--- src/rtl/synapse_scheduler_if.sv ---
// Event handshake from the synapse scheduler to the shared dendrite update unit.
// The master side presents one synapse index at a time; the slave side accepts it.
interface synapse_scheduler_if #(
  parameter int S = 16
) ();
  localparam int SW = $clog2(S);

  logic          ev_valid;
  logic [SW-1:0] ev_syn;
  logic          ev_ready;

  modport master (output ev_valid, output ev_syn, input ev_ready);
  modport slave  (input ev_valid, input ev_syn, output ev_ready);
endinterface

--- src/rtl/synapse_scheduler.sv ---
// Time-step sequencer: keeps a T-deep spike history and a writable S-entry
// connection table, and serialises one event per active synapse on every tick.
module synapse_scheduler #(
  parameter int T = 4,
  parameter int N = 8,
  parameter int S = 16
) (
  input  logic                 clk,
  input  logic                 reset,
  input  logic                 tick,
  input  logic [N-1:0]         spike_now,
  input  logic                 cfg_we,
  input  logic [$clog2(S)-1:0] cfg_addr,
  input  logic [$clog2(N)-1:0] cfg_src,
  input  logic [$clog2(T)-1:0] cfg_delay,
  output logic                 cfg_ready,
  output logic                 busy,
  output logic                 step_done,
  output logic                 overrun,
  synapse_scheduler_if.master  ev
);
  localparam int TW = $clog2(T);
  localparam int NW = $clog2(N);
  localparam int SW = $clog2(S);
  localparam logic [SW-1:0] LAST_IDX = SW'(S - 1);

  typedef enum logic [1:0] {
    ST_IDLE = 2'd0,
    ST_SCAN = 2'd1,
    ST_DONE = 2'd2
  } state_e;

  state_e        state_q, state_d;
  logic [SW-1:0] j_q, j_d;
  logic [N-1:0]  hist_q [T];
  logic [NW-1:0] src_q  [S];
  logic [TW-1:0] dly_q  [S];
  logic          overrun_q;

  logic          cur_active_s;
  logic          tick_accept_s;
  logic          cfg_write_s;
  logic          ev_valid_s;

  // Out-of-range source or tap is stored as written but never reads as active.
  always_comb begin
    cur_active_s = 1'b0;
    if ((int'(dly_q[j_q]) < T) && (int'(src_q[j_q]) < N)) begin
      cur_active_s = hist_q[dly_q[j_q]][src_q[j_q]];
    end else begin
      cur_active_s = 1'b0;
    end
  end

  // Next-state logic; a presented event holds the index until ev_ready.
  always_comb begin
    state_d       = state_q;
    j_d           = j_q;
    tick_accept_s = 1'b0;
    case (state_q)
      ST_IDLE: begin
        if (tick) begin
          tick_accept_s = 1'b1;
          j_d           = SW'(0);
          state_d       = ST_SCAN;
        end else begin
          state_d = ST_IDLE;
        end
      end
      ST_SCAN: begin
        if (cur_active_s && !ev.ev_ready) begin
          state_d = ST_SCAN;
        end else if (j_q == LAST_IDX) begin
          state_d = ST_DONE;
        end else begin
          j_d = j_q + SW'(1);
        end
      end
      ST_DONE: begin
        state_d = ST_IDLE;
      end
      default: begin
        state_d = ST_IDLE;
        j_d     = SW'(0);
      end
    endcase
  end

  // Outputs are decoded from registered state only, never from ev_ready.
  assign ev_valid_s  = (state_q == ST_SCAN) && cur_active_s;
  assign ev.ev_valid = ev_valid_s;
  assign ev.ev_syn   = ev_valid_s ? j_q : SW'(0);
  assign busy        = (state_q != ST_IDLE);
  assign cfg_ready   = (state_q == ST_IDLE);
  assign step_done   = (state_q == ST_DONE);
  assign overrun     = overrun_q;
  assign cfg_write_s = cfg_we && (state_q == ST_IDLE);

  // State, history, table and sticky overrun; reset clears everything.
  always_ff @(posedge clk) begin
    if (reset) begin
      state_q   <= ST_IDLE;
      j_q       <= SW'(0);
      overrun_q <= 1'b0;
      for (int k = 0; k < T; k++) begin
        hist_q[k] <= N'(0);
      end
      for (int s = 0; s < S; s++) begin
        src_q[s] <= NW'(0);
        dly_q[s] <= TW'(0);
      end
    end else begin
      state_q <= state_d;
      j_q     <= j_d;
      if (tick && (state_q != ST_IDLE)) begin
        overrun_q <= 1'b1;
      end
      if (tick_accept_s) begin
        for (int k = T - 1; k > 0; k--) begin
          hist_q[k] <= hist_q[k-1];
        end
        hist_q[0] <= spike_now;
      end
      if (cfg_write_s) begin
        src_q[cfg_addr] <= cfg_src;
        dly_q[cfg_addr] <= cfg_delay;
      end
    end
  end
endmodule

--- src/flat_wrapper.sv ---
// flat-port wrapper written by rule: the top's interface ports become plain ports
module synapse_scheduler_flat 
#(
  parameter int T = 4,
  parameter int N = 8,
  parameter int S = 16
)
  (clk, reset, tick, spike_now, cfg_we, cfg_addr, cfg_src, cfg_delay, cfg_ready, busy, step_done, overrun, ev_ev_valid, ev_ev_syn, ev_ev_ready);
  synapse_scheduler_if #(.S(S)) ev_i ();
  input  logic clk;
  input  logic reset;
  input  logic tick;
  input  logic [N-1:0] spike_now;
  input  logic cfg_we;
  input  logic [$clog2(S)-1:0] cfg_addr;
  input  logic [$clog2(N)-1:0] cfg_src;
  input  logic [$clog2(T)-1:0] cfg_delay;
  output logic cfg_ready;
  output logic busy;
  output logic step_done;
  output logic overrun;
  output wire logic [$bits(ev_i.ev_valid)-1:0] ev_ev_valid;
  output wire logic [$bits(ev_i.ev_syn)-1:0] ev_ev_syn;
  input wire logic [$bits(ev_i.ev_ready)-1:0] ev_ev_ready;
  assign ev_ev_valid = ev_i.ev_valid;
  assign ev_ev_syn = ev_i.ev_syn;
  assign ev_i.ev_ready = ev_ev_ready;
  synapse_scheduler #(.T(T), .N(N), .S(S)) u_core (.clk(clk), .reset(reset), .tick(tick), .spike_now(spike_now), .cfg_we(cfg_we), .cfg_addr(cfg_addr), .cfg_src(cfg_src), .cfg_delay(cfg_delay), .cfg_ready(cfg_ready), .busy(busy), .step_done(step_done), .overrun(overrun), .ev(ev_i));
endmodule
--- config.mk ---
export PLATFORM = sky130hd
export DESIGN_NAME = synapse_scheduler_flat
export DESIGN_NICKNAME = d
export VERILOG_FILES = /design/src/rtl/synapse_scheduler_if.sv /design/src/rtl/synapse_scheduler.sv /design/src/flat_wrapper.sv
export SDC_FILE = /design/constraint.sdc
export NUM_CORES = 1
export LEC_CHECK = 0
export CAP_MARGIN = 20
export CORE_UTILIZATION = 40
export DETAILED_ROUTE_END_ITERATION = 8
export GPL_ROUTABILITY_DRIVEN = 1
export HOLD_SLACK_MARGIN = 0.03
export PLACE_DENSITY = 0.64
export REMOVE_ABC_BUFFERS = 1
export SYNTH_ARGS = -nofsm -noshare
export SYNTH_HDL_FRONTEND = slang
export SYNTH_SLANG_ARGS = --single-unit
--- constraint.sdc ---
create_clock -name clk -period 3.01 [get_ports clk]
set_input_delay 0.602 -clock clk [delete_from_list [all_inputs] [get_ports clk]]
set_output_delay 0.602 -clock clk [all_outputs]
set_load 0.01 [all_outputs]
# Word-level counts from Yosys, hierarchy flattened
# Memory sizes are Yosys's and may differ from the RTL's. A register that Yosys moved wholly into a read port is not among the register bits.
# Index checks and enable logic that the tools add are counted.
word_totals:
  reg_bits: 7
  memories: 3
  ram_bits: 112
  wordCells: 65
op_classes:
  addsub: 1
  n_mux: 35
  n_reduce_logical: 10
  n_eq_ne: 7
  n_lt_le_gt_ge: 1
  bitwise_logic: 5
mem_list:
  columns: ["memory", "depth", "word_bits", "read_ports", "rd_ports_with_merged_regs", "wr", "line_no", "rtl"]
  rows:
  - ["u_core.src_q", 16, 3, 1, 1, 16, "synapse_scheduler.sv:36", "logic [NW-1:0] src_q [S];"]
  - ["u_core.dly_q", 16, 2, 1, 1, 16, "synapse_scheduler.sv:37", "logic [TW-1:0] dly_q [S];"]
  - ["u_core.hist_q", 4, 8, 4, 0, 4, "synapse_scheduler.sv:35", "logic [N-1:0] hist_q [T];"]
ops:
  columns: ["cell", "n"]
  rows:
  - ["2-to-1 mux 4 bit", 10]
  - ["2-to-1 mux 8 bit", 4]
  - ["2-to-1 mux 1 bit", 14]
  - ["case mux 4 bit (3 select lines)", 1]
  - ["2-to-1 mux 2 bit", 3]
  - ["inequality test 2 bit (second input constant)", 3]
  - ["adder 4 x 1 -> 4 bit (second input constant)", 1]
  - ["equality test 4 bit (second input constant)", 1]
  - ["logical AND 1 bit", 4]
  - ["< comparator 3 x 4 -> 1 bit (second input constant)", 1]
  - ["OR 1 bit", 4]
  - ["case mux 2 bit (2 select lines)", 1]
  - ["AND reduction 4 bit", 1]
  - ["binary-select mux 1 bit (select 3 bit)", 1]
  - ["2-to-1 mux 3 bit", 1]
  - ["inequality test 3 x 1 -> 1 bit (second input constant)", 1]
  - ["OR reduction 3 bit", 1]
  - ["equality test 2 x 1 -> 1 bit (second input constant)", 1]
  - ["equality test 2 bit (second input constant)", 1]
  - ["zero test 2 bit", 1]
  - ["nonzero test 2 bit", 1]
  - ["OR reduction 2 bit", 1]
  - ["zero test 1 bit", 1]
  - ["NOT 1 bit", 1]

# Logic depth before layout (Yosys ltp)
# Gate-level depths: netlist of the first run.
# An unclocked memory read counts as a cell.
logic_depth:
  word_depth: 8
  ltp_mapped: 11
  mapped_depth_nobuf: 9

# Worst setup path after synthesis of the first run
# Ideal clock, no wire load.
synth_path:
  path_type: "reg2out"
  start: "register (tool-made name)"
  end: "output port ev_ev_syn[0]"
  path_buffers: 1
  stages_incl_launch_ff: 9
  arrival_ns: 2.630
  path_slack_ns: -0.222
  cell_sequence: "dfxtp_1 > buf_6 > mux4_1 > mux4_2 > a41o_1 > a41o_1 > nor3_2 > o21ai_0 > nor2_1"
synth_rtl:
  columns: ["item", "line_no", "rtl"]
  rows:
  - ["to (decl)", "flat_wrapper.sv:23", "output wire logic [$bits(ev_i.ev_syn)-1:0] ev_ev_syn;"]

==> summary.md, run 1 <==
| Metric | Value |
|---|---|
| Routability Congestion | `0.8562` |
| Worst Tran Pin Value | `655.4 ps` |
| CTS tree | `done` |
| Worst skew pair latency | `420 ps` |
| DIE HEIGHT | `124.6 µm` |
| TritonRoute pass-1 iters | `4` |
| Clock Skews | `12.04 ps` |
| Startpoint types | `flop` |
| H-tree level count | `4` |
| Hold WC Path Type | `flop to flop` |
| DP Area | `0.006773 mm²` |
| Final instance area | `0.007612 mm²` |
| Post-route DRC | `0` |
| Longest Clk Path Bufs | `2` |
| Setup TNS | `-4641 ps` |
| VDD IR max | `406.3 µV` |
| Global-route wire length before repair | `22380 µm` |
| CTS Hold Bufs | `0` |
| Critical Path AT | `3140 ps` |
| Ys flop type | `edfxtp_1` |
| Largest net degree at the start of global routing | `33` |
| Critical path endpoint category | `primary output` |
| Clk sinks | `123` |
| HPWL after DPL | `9401 µm` |
| # Max-Cap Violations | `0` |
| Final ANT Viol Nets | `0` |
| Syn Inst Count | `444` |
| Area growth syn-to-layout | `26.57%` |
| Final period utilization | `124.2%` |
| Initial antenna violation count | `0` |
| Starting density of the core | `41.23%` |
| Peak Freq | `0.2675 GHz` |
| Most numerous cell in the Yosys netlist | `edfxtp_1` |
| Final setup viols | `15` |
| Distinct cells, synth | `52` |
| Post-synthesis register bit count | `123` |
| Setup crit end | `ev_ev_syn[3]` |
| Slew Limit Headroom | `56.17%` |
| Reg clk slew, reported paths | `50 ps` |
| Area contributors post-synth | `edfxtp_1 56%, and2_1 8.3%, mux2i_1 4.2%, mux4_1 3.9%, mux4_2 3.7%` |
| EDFF count, synth | `112` |
| Diodes inserted | `0` |
| Critical path type | `flop to primary output` |
| DIE AREA | `0.01553 mm²` |
| Vias/cell | `5.337` |
| Core ar. | `0.01459 mm²` |
| Vias in the first global route | `4056` |
| Reg2Reg Depth | `14` |
| Initial DRC Count | `406` |
| Die outline width | `124.6 µm` |
| Routed len/inst | `19.57 µm` |
| Grt ovf | `0` |
| Slew Limit Fails | `0` |
| Post-synth ARST share | `0%` |
| Ports | `31` |
| PnR worst setup slack | `-728.9 ps` |
| Hold Slack | `479.3 ps` |
| Overall Global Routing Usage | `19.32%` |
| Violated checks | `negative setup slack` |
| IO Port Bufs | `30` |
| Leading area contributor after synthesis | `edfxtp_1` |
| Layout cells sized above 1 | `29.89%` |
| Final min period | `3739 ps` |
| Std cell rows | `44` |
| Final core occ | `52.18%` |
| Worst path required time | `2410 ps` |
| Most frequent cells after synthesis | `112 x edfxtp_1, 80 x and2_1, 31 x and3_1` |
| Syn Area/Cell | `13.55 µm²` |
| Yosys top cell area share | `55.92%` |
| Ys Warns | `0` |
| Leakage Power | `0.002934 µW` |
| Sequential area share after synthesis | `59.58%` |
| Synth Cell Area | `0.006015 mm²` |
| R2R Setup Slk | `-200 ps` |
| TritonCTS Buffers | `17` |
| Outcome | `finished, violations left` |
| Final wirelength | `14210 µm` |
| Clk Tree Root Cell | `clkbuf_16` |
| Vias | `3875` |
| RSZ-0062 raised after global routing | `true` |
| Max FO, Critical Path | `7` |
| Final Hold Viols | `0` |
| Total Nets Final | `552` |
| PD cells | `599.0 mW/mm²` |
## sequential cells by signal (all words and copies together), names as in the netlist, named ones only
signal          cells
u_core.src_q       48
u_core.state_q      2
u_core.j_q          4
u_core.overrun      1
u_core.hist_q      32
u_core.dly_q       32
## power breakdown
part           total (µW)  leakage (µW)  internal, µW  switching (µW)
logic                 575       0.00139           279             296
registers            2000       0.00126          1960            43.6
clock network        1990      0.000281          1280             705
total                4560       0.00293          3510            1040
## worst max-delay path, cell delays in order, from the launching register on
cell and delay, ps:
dfxtp_2 340, buf_12 130, buf_12 120, mux4_2 550
mux2i_4 220, mux2i_4 110, buf_6 150, a41o_1 190
a41o_1 260, nor3_4 170, o21ai_2 110, buf_4 150
nor2_1 80, buf_2 130
## final cells by class
| cell class | instances | area [µm²] |
|---|---|---|
| Fill cell | 1215 | 6977 |
| Sequential cell | 123 | 3590 |
| Multi-Input combinational cell | 286 | 2352 |
| Timing Repair Buffer | 87 | 809.5 |
| Clock buffer | 25 | 485.5 |
| Tap cell | 184 | 230.2 |
| Clock inverter | 7 | 91.34 |
| Inverter | 14 | 53.80 |
## cell usage in the layout, fill, tap and decap left out, types with 3 or more instances in the layout
| master | instances |
|---|---|
| inv_1 | 12 |
| o211ai_1 | 3 |
| mux2i_1 | 16 |
| nand2_1 | 15 |
| buf_2 | 4 |
| nor2_1 | 21 |
| mux4_2 | 18 |
| clkdlybuf4s50_1 | 25 |
| and2_1 | 80 |
| or2_2 | 18 |
| clkbuf_1 | 5 |
| nor2b_1 | 4 |
| nand4_1 | 4 |
| and3_1 | 31 |
| edfxtp_1 | 112 |
| buf_12 | 5 |
| buf_4 | 43 |
| nor3_1 | 4 |
| nand3_1 | 15 |
| mux2i_2 | 7 |
| clkbuf_8 | 3 |
| clkbuf_16 | 17 |
| nor2_2 | 3 |
| a21oi_1 | 3 |
| dfxtp_1 | 8 |
| buf_6 | 9 |
| clkinv_2 | 4 |
## repair_timing
action / 4_1_cts / 5_1_grt
gates cloned: 2 / 0
resized for setup: 60 / 19
pin swaps: 13 / 10
setup buffers: 14 / 4
endpoints found under the setup margin: 13 / 15
## cell families after synthesis
group	after synthesis	share of synthesized area, %
simple gates	203	19.28
compound gates	35	5.325
fa+ha+maj	1	0.2080
mux	47	12.40
buf+inv	35	3.204
flops	123	59.58
## through the flow
step           cells  setup WS [ps]  power [µW]
2_1_floorplan    423         -817.6        2258
3_3_place_gp     679         -924.6        2479
3_5_place_dp     679         -946.7        2490
4_1_cts          727         -679.9        4570
5_1_grt          726         -834.8        4712
6_report         726         -728.9        4560
## worst min path at each step
stage | start | to | slack (ps) | cells past startpoint
2_1_floorplan | u_core.j_q[1]$_SDFFE_PP0P_ | flop | 490 | 2
3_3_place_gp | u_core.overrun$_SDFFE_PP0P_ | u_core.overrun$_SDFFE_PP0P_ | 450 | 2
3_5_place_dp | u_core.overrun$_SDFFE_PP0P_ | u_core.overrun$_SDFFE_PP0P_ | 470 | 2
4_1_cts | u_core.overrun$_SDFFE_PP0P_ | u_core.overrun$_SDFFE_PP0P_ | 480 | 2
5_1_grt | u_core.overrun$_SDFFE_PP0P_ | u_core.overrun$_SDFFE_PP0P_ | 520 | 2
6_report | u_core.overrun$_SDFFE_PP0P_ | u_core.overrun$_SDFFE_PP0P_ | 480 | 2
## per-layer routing
layer  global-route usage (%)  vias to the layer above  routed length, µm
met5                        0                        -                  0
met4                    6.308                        0                228
met3                    5.155                       21                599
met2                    31.46                       85               7035
met1                    24.96                     1930               6347
li1                         -                     1839                  -
(Power assumes the default switching activity.)
==> run 2: changes to the inputs <==
--- a/config.mk
+++ b/config.mk
@@ -7,6 +7,7 @@
 export LEC_CHECK = 0
 export CAP_MARGIN = 20
 export CORE_UTILIZATION = 40
+export CTS_CLUSTER_DIAMETER = 60
 export DETAILED_ROUTE_END_ITERATION = 8
 export GPL_ROUTABILITY_DRIVEN = 1
 export HOLD_SLACK_MARGIN = 0.03
==> results of run 2 <==
Final layout, timing and power as in run 1 (identical DEF).
